--- src/rtl/seg_scanner.sv ---
// Time-multiplexed common-anode seven-segment scanner with host-written character store
// and a single shared ASCII-to-segment decoder.

module lookup7 (
    input  logic [7:0] code,
    output logic [6:0] pat
);

    always_comb begin
        pat = '0;
        unique case (code)
            8'h30:        pat = 7'b1111110; // 0
            8'h31:        pat = 7'b0110000; // 1
            8'h32:        pat = 7'b1101101; // 2
            8'h33:        pat = 7'b1111001; // 3
            8'h34:        pat = 7'b0110011; // 4
            8'h35:        pat = 7'b1011011; // 5
            8'h36:        pat = 7'b1011111; // 6
            8'h37:        pat = 7'b1110000; // 7
            8'h38:        pat = 7'b1111111; // 8
            8'h39:        pat = 7'b1111011; // 9
            8'h41, 8'h61: pat = 7'b1110111; // A
            8'h42, 8'h62: pat = 7'b0011111; // b
            8'h43, 8'h63: pat = 7'b1001110; // C
            8'h44, 8'h64: pat = 7'b0111101; // d
            8'h45, 8'h65: pat = 7'b1001111; // E
            8'h46, 8'h66: pat = 7'b1000111; // F
            8'h48, 8'h68: pat = 7'b0110111; // H
            8'h4c, 8'h6c: pat = 7'b0001110; // L
            8'h50, 8'h70: pat = 7'b1100111; // P
            8'h55, 8'h75: pat = 7'b0111110; // U
            8'h2d:        pat = 7'b0000001; // -
            8'h5f:        pat = 7'b0001000; // _
            default:      pat = '0;
        endcase
    end

endmodule

module seg_scanner #(
    parameter int DIGITS    = 4,
    parameter int DWELL     = 1000,
    parameter int BLANK_CYC = 16,
    localparam int IW       = (DIGITS > 1) ? $clog2(DIGITS) : 1
) (
    input  logic              clk,
    input  logic              reset,
    input  logic              en,
    input  logic              wr_en,
    input  logic [IW-1:0]     wr_idx,
    input  logic [7:0]        wr_data,
    output logic [6:0]        seg,
    output logic [DIGITS-1:0] an_n,
    output logic              frame
);

    localparam int MAXC = (DWELL > BLANK_CYC) ? DWELL : BLANK_CYC;
    localparam int CW   = (MAXC > 1) ? $clog2(MAXC) : 1;

    typedef enum logic [1:0] {IDLE, BLANK, DRIVE} state_t;

    state_t            state, state_d;
    logic [CW-1:0]     cnt, cnt_d;
    logic [IW-1:0]     idx, idx_d;
    logic              load, wrap;
    logic [7:0]        chars [DIGITS];
    logic [6:0]        pat;
    logic [6:0]        seg_d;
    logic [DIGITS-1:0] an_d;
    logic              frame_d;

    always_ff @(posedge clk) begin
        if (reset) begin
            for (int unsigned i = 0; i < DIGITS; i++) chars[i] <= 8'd32;
        end else if (wr_en && (int'(wr_idx) < DIGITS)) begin
            chars[wr_idx] <= wr_data;
        end
    end

    // Decoder follows the index about to be driven, so back-to-back DRIVE
    // phases (no blank) capture the next digit's pattern on the same edge.
    lookup7 u_lookup7 (
        .code (chars[idx_d]),
        .pat  (pat)
    );

    always_ff @(posedge clk) begin
        if (reset) begin
            state <= IDLE;
            cnt   <= '0;
            idx   <= '0;
            seg   <= '0;
            an_n  <= '1;
            frame <= 1'b0;
        end else begin
            state <= state_d;
            cnt   <= cnt_d;
            idx   <= idx_d;
            seg   <= seg_d;
            an_n  <= an_d;
            frame <= frame_d;
        end
    end

    always_comb begin
        state_d = state;
        cnt_d   = cnt;
        idx_d   = idx;
        load    = 1'b0;
        wrap    = 1'b0;
        if (!en) begin
            state_d = IDLE;
            cnt_d   = '0;
        end else begin
            unique case (state)
                IDLE: begin
                    if (BLANK_CYC == 0) begin
                        state_d = DRIVE;
                        cnt_d   = CW'(DWELL - 1);
                        load    = 1'b1;
                    end else begin
                        state_d = BLANK;
                        cnt_d   = CW'(BLANK_CYC - 1);
                    end
                end
                BLANK: begin
                    if (cnt == '0) begin
                        state_d = DRIVE;
                        cnt_d   = CW'(DWELL - 1);
                        load    = 1'b1;
                    end else begin
                        cnt_d = cnt - CW'(1);
                    end
                end
                DRIVE: begin
                    if (cnt == '0) begin
                        if (idx == IW'(DIGITS - 1)) begin
                            idx_d = '0;
                            wrap  = 1'b1;
                        end else begin
                            idx_d = idx + IW'(1);
                        end
                        if (BLANK_CYC == 0) begin
                            state_d = DRIVE;
                            cnt_d   = CW'(DWELL - 1);
                            load    = 1'b1;
                        end else begin
                            state_d = BLANK;
                            cnt_d   = CW'(BLANK_CYC - 1);
                        end
                    end else begin
                        cnt_d = cnt - CW'(1);
                    end
                end
                default: begin
                    state_d = IDLE;
                    cnt_d   = '0;
                end
            endcase
        end
    end

    always_comb begin
        seg_d   = seg;
        an_d    = an_n;
        frame_d = wrap;
        if (state_d != DRIVE) begin
            seg_d = '0;
            an_d  = '1;
        end else if (load) begin
            seg_d        = pat;
            an_d         = '1;
            an_d[idx_d]  = 1'b0;
        end
    end

endmodule
--- config.mk ---
export PLATFORM = sky130hd
export DESIGN_NAME = seg_scanner
export DESIGN_NICKNAME = d
export VERILOG_FILES = /design/src/rtl/seg_scanner.sv
export SDC_FILE = /design/constraint.sdc
export NUM_CORES = 1
export LEC_CHECK = 0
export ABC_AREA = 1
export BUFFER_PORTS_ARGS = -buffer_cell sky130_fd_sc_hd__buf_4
export CELL_PAD_IN_SITES_DETAIL_PLACEMENT = 0
export CELL_PAD_IN_SITES_GLOBAL_PLACEMENT = 1
export CORE_ASPECT_RATIO = 1.5
export CORE_MARGIN = 8
export CORE_UTILIZATION = 49
export CTS_CLUSTER_DIAMETER = 30
export CTS_CLUSTER_SIZE = 25
export DETAILED_ROUTE_END_ITERATION = 8
export PLACE_DENSITY_LB_ADDON = 0.2
export SLEW_MARGIN = 25
export SYNTH_ARGS = -nofsm -noshare
export SYNTH_HDL_FRONTEND = slang
export SYNTH_SLANG_ARGS = --single-unit
--- constraint.sdc ---
create_clock -name clk -period 6.1 [get_ports clk]
set_clock_uncertainty 0.1 [all_clocks]
set_input_delay 0.61 -clock clk [delete_from_list [all_inputs] [get_ports clk]]
set_output_delay 0.61 -clock clk [all_outputs]
set_load 0.02 [all_outputs]
==> results_dict.tcl <==
set metrics [dict create \
    status "finished clean" \
    max_freq_ghz 0.309 \
    worst_ir_drop_vdd_v 0.000182 \
    rsz0062_at_grt "no" \
    ys_ff_latch 58 \
    cpMostUsedCell "nand2_1" \
    worstPathRequired_ns 6.27 \
    drive_gt1_frac 0.191 \
    drt-initial-drc-count 225 \
    grt_pass1_vias 2785 \
    diodes 0 \
    routedWlPerCell_um 14.0 \
    vias 2758 \
    dr.pass1.iters 4 \
    final_antenna_net_count 0 \
    yosys_warnings 0 \
    path_class "flip-flop to flip-flop" \
    fill_cells 660 \
    dieWidth_um 84.3 \
    p_leak_uw 0.00175 \
    cp_cell_sequence "inv_1 -> ha_1 -> inv_1 -> nor2_1 -> nand3_2 -> nor2_4 -> nand4_2 -> nand2_4 -> inv_4 -> nand2_4 -> nor2_1 -> a21oi_1 -> nand2_1 -> inv_1 -> ha_1 -> inv_1 -> nand2_1 -> nand3_1 -> a21oi_2 -> nand2_1 -> nand2_1 -> nand2_1 -> a21oi_2" \
    max_cap_violations 0 \
    synth_area_sq_mm 0.00342 \
    syn_nets 454 \
    tns_ns 0 \
    max_slew.worst_pin.slew_ns 0.578 \
    postCtsResizedCells 0 \
    die_area_sq_mm 0.00998 \
    track_usage 0.162 \
    yosysUniqueCellTypes 40 \
    ios 26 \
    timing.final.max_slew_violations 0 \
    totalWireLength_um 7600 \
    drc 0 \
    cts_tree "built" \
    hold_buffers 0 \
    critPathMaxFanout 9 \
    synthFlopType "edfxtp_1" \
    cts-root-buf "clkbuf_8" \
    hp-class "flip-flop to flip-flop" \
    antenna_found_initial 0 \
    clock_path_buffers 2 \
    placed_area_sq_mm 0.00366 \
    overflow 0 \
    period_needed_ns 3.23 \
    end_kind "flip-flop" \
    post_cts_buffers 0 \
    vias_per_cell 5.07 \
    seq_area_frac_synth 0.433 \
    hold_ws_ns 0.367 \
    fin_crit_sh 0.530 \
    synth_edf_count 32 \
    core_area_sq_mm 0.00681 \
    setup_viol_count_final 0 \
    io_buffers 25 \
    grt_pass1_wl_um 13100 \
    preCtsSetupSlack_ns 2.88 \
    syn_inst 429 \
    max_stage_delay_ns 0.31 \
    hpwl_um 5900 \
    cts_max_level 3 \
    worst_path_max_delay_cell "dfxtp_1" \
    power_density_mw_per_mm2 242 \
    insertion_delay_ns 0.34 \
    path_clk_slew_ns 0.07 \
    grt_start_max_net_pins 20 \
    async_flop_share 0 \
    syn2layout_area_growth_pct 12.7 \
    start_kind "flip-flop" \
    die_y_um 118 \
    cts_buffers 9 \
    gp_congestion 0.892 \
    final_net_count 486 \
    finalHoldViolCount 0 \
    arrival_ns 3.41 \
    rows 37 \
    power.total_uw 934 \
    start_util 0.503 \
    cts_sinks 58 \
    setup_ws_ns 2.87 \
    stdcell_area_sq_mm 0.00386 \
    slew_headroom 0.611 \
    avgSynthCellArea_sq_um 7.98 \
]
## metal layers
metal	vias up	track usage	wire [um]
li1	1446	-	-
met1	1239	0.166	2930
met2	62	0.304	4180
met3	11	0.0296	362
met4	0	0.0748	121
met5	-	0	0
## metrics by stage
stage / cells / util
global route: 544 / 0.567
floorplan: 429 / -
finish: 544 / 0.567
detailed placement: 528 / 0.538
CTS: 544 / 0.567
global placement: 528 / 0.538
## flip-flops by register name, indices dropped and copies added (netlist names)
name and count:
state 2, an_n 4, chars 32, cnt 10
idx 2, frame 1, seg 7
## kinds of logic after synthesis
logic type / count (synthesis) / synth area share
AO/OA/AOI/OAI: 45 / 0.0844
XOR/XNOR: 2 / 0.00512
adder cells (fa/ha/maj): 11 / 0.0402
buffers and inverters: 67 / 0.0844
flip-flops: 58 / 0.433
AND/OR/NAND/NOR: 246 / 0.353
## worst paths after layout
check                              end  slack (ns)   start  depth (start not counted)
worst max register to register  seg[2]        2.87  cnt[0]                         23
worst max-delay path            seg[2]        2.87  cnt[0]                         23
worst min register to register  cnt[0]        0.37  cnt[0]                          1
worst min-delay path            cnt[0]        0.37  cnt[0]                          1
## cell usage after synthesis, types with 3 or more instances
master,n,area [sq um]
nand3_2,4,40.0
nand2_1,107,402
nand2_4,8,90.1
edfxtp_1,32,961
o22ai_1,3,18.8
nor2_2,4,25.0
nand3_1,25,125
a21oi_1,13,65.1
inv_2,7,26.3
a31oi_1,6,37.5
nand2_2,7,43.8
o21ai_0,9,45.0
dfxtp_1,26,521
nor2_4,4,45.0
a21oi_2,7,61.3
nor4_1,3,18.8
inv_1,54,203
nor2_1,69,259
nor3_1,3,15.0
nand3b_1,4,30.0
ha_1,11,138
## cell usage in the layout, fill, tap and decap left out, types with 4 or more instances in the layout
master    synthesis  layout
nand2_2           7       7
nand3_1          25      25
nor2_1           69      69
buf_4             0      26
clkbuf_8          0      11
a21oi_2           7       7
nor2_4            4       4
inv_2             7       7
nand2_1         107     107
nand2_4           8       8
o21ai_0           9       9
a31oi_1           6       6
inv_1            54      54
nand3b_1          4       4
dfxtp_1          26      26
edfxtp_1         32      32
nor2_2            4       4
ha_1             11      11
nand3_2           4       4
a21oi_1          13      13
## power by group
group / internal (uW) / leakage [uW] / switching, uW
Clock: 207 / 0.0000991 / 150
Sequential: 432 / 0.000523 / 8.22
Combinational: 44.7 / 0.00113 / 91.4
Total: 684 / 0.00175 / 249
## area by class of cell
type | count | area [sq um] | share of cell area
timing repair buffer | 26 | 195 | 0.0506
tap | 78 | 97.6 | 0.0253
clock inverter | 4 | 41.3 | 0.0107
multi-input combinational | 304 | 1650 | 0.429
sequential | 58 | 1480 | 0.384
clock buffer | 12 | 155 | 0.0402
inverter | 62 | 235 | 0.0609
## worst max-delay path, delay by kind of cell, from the launching register on
family	cells	cell delay [ns]
and+or+nand+nor	13	1.41
buffers and inverters	5	0.48
adders and majority gates	2	0.47
AOI/OAI and AO/OA	3	0.39
DFF	1	0.31
(Power assumes the default switching activity.)
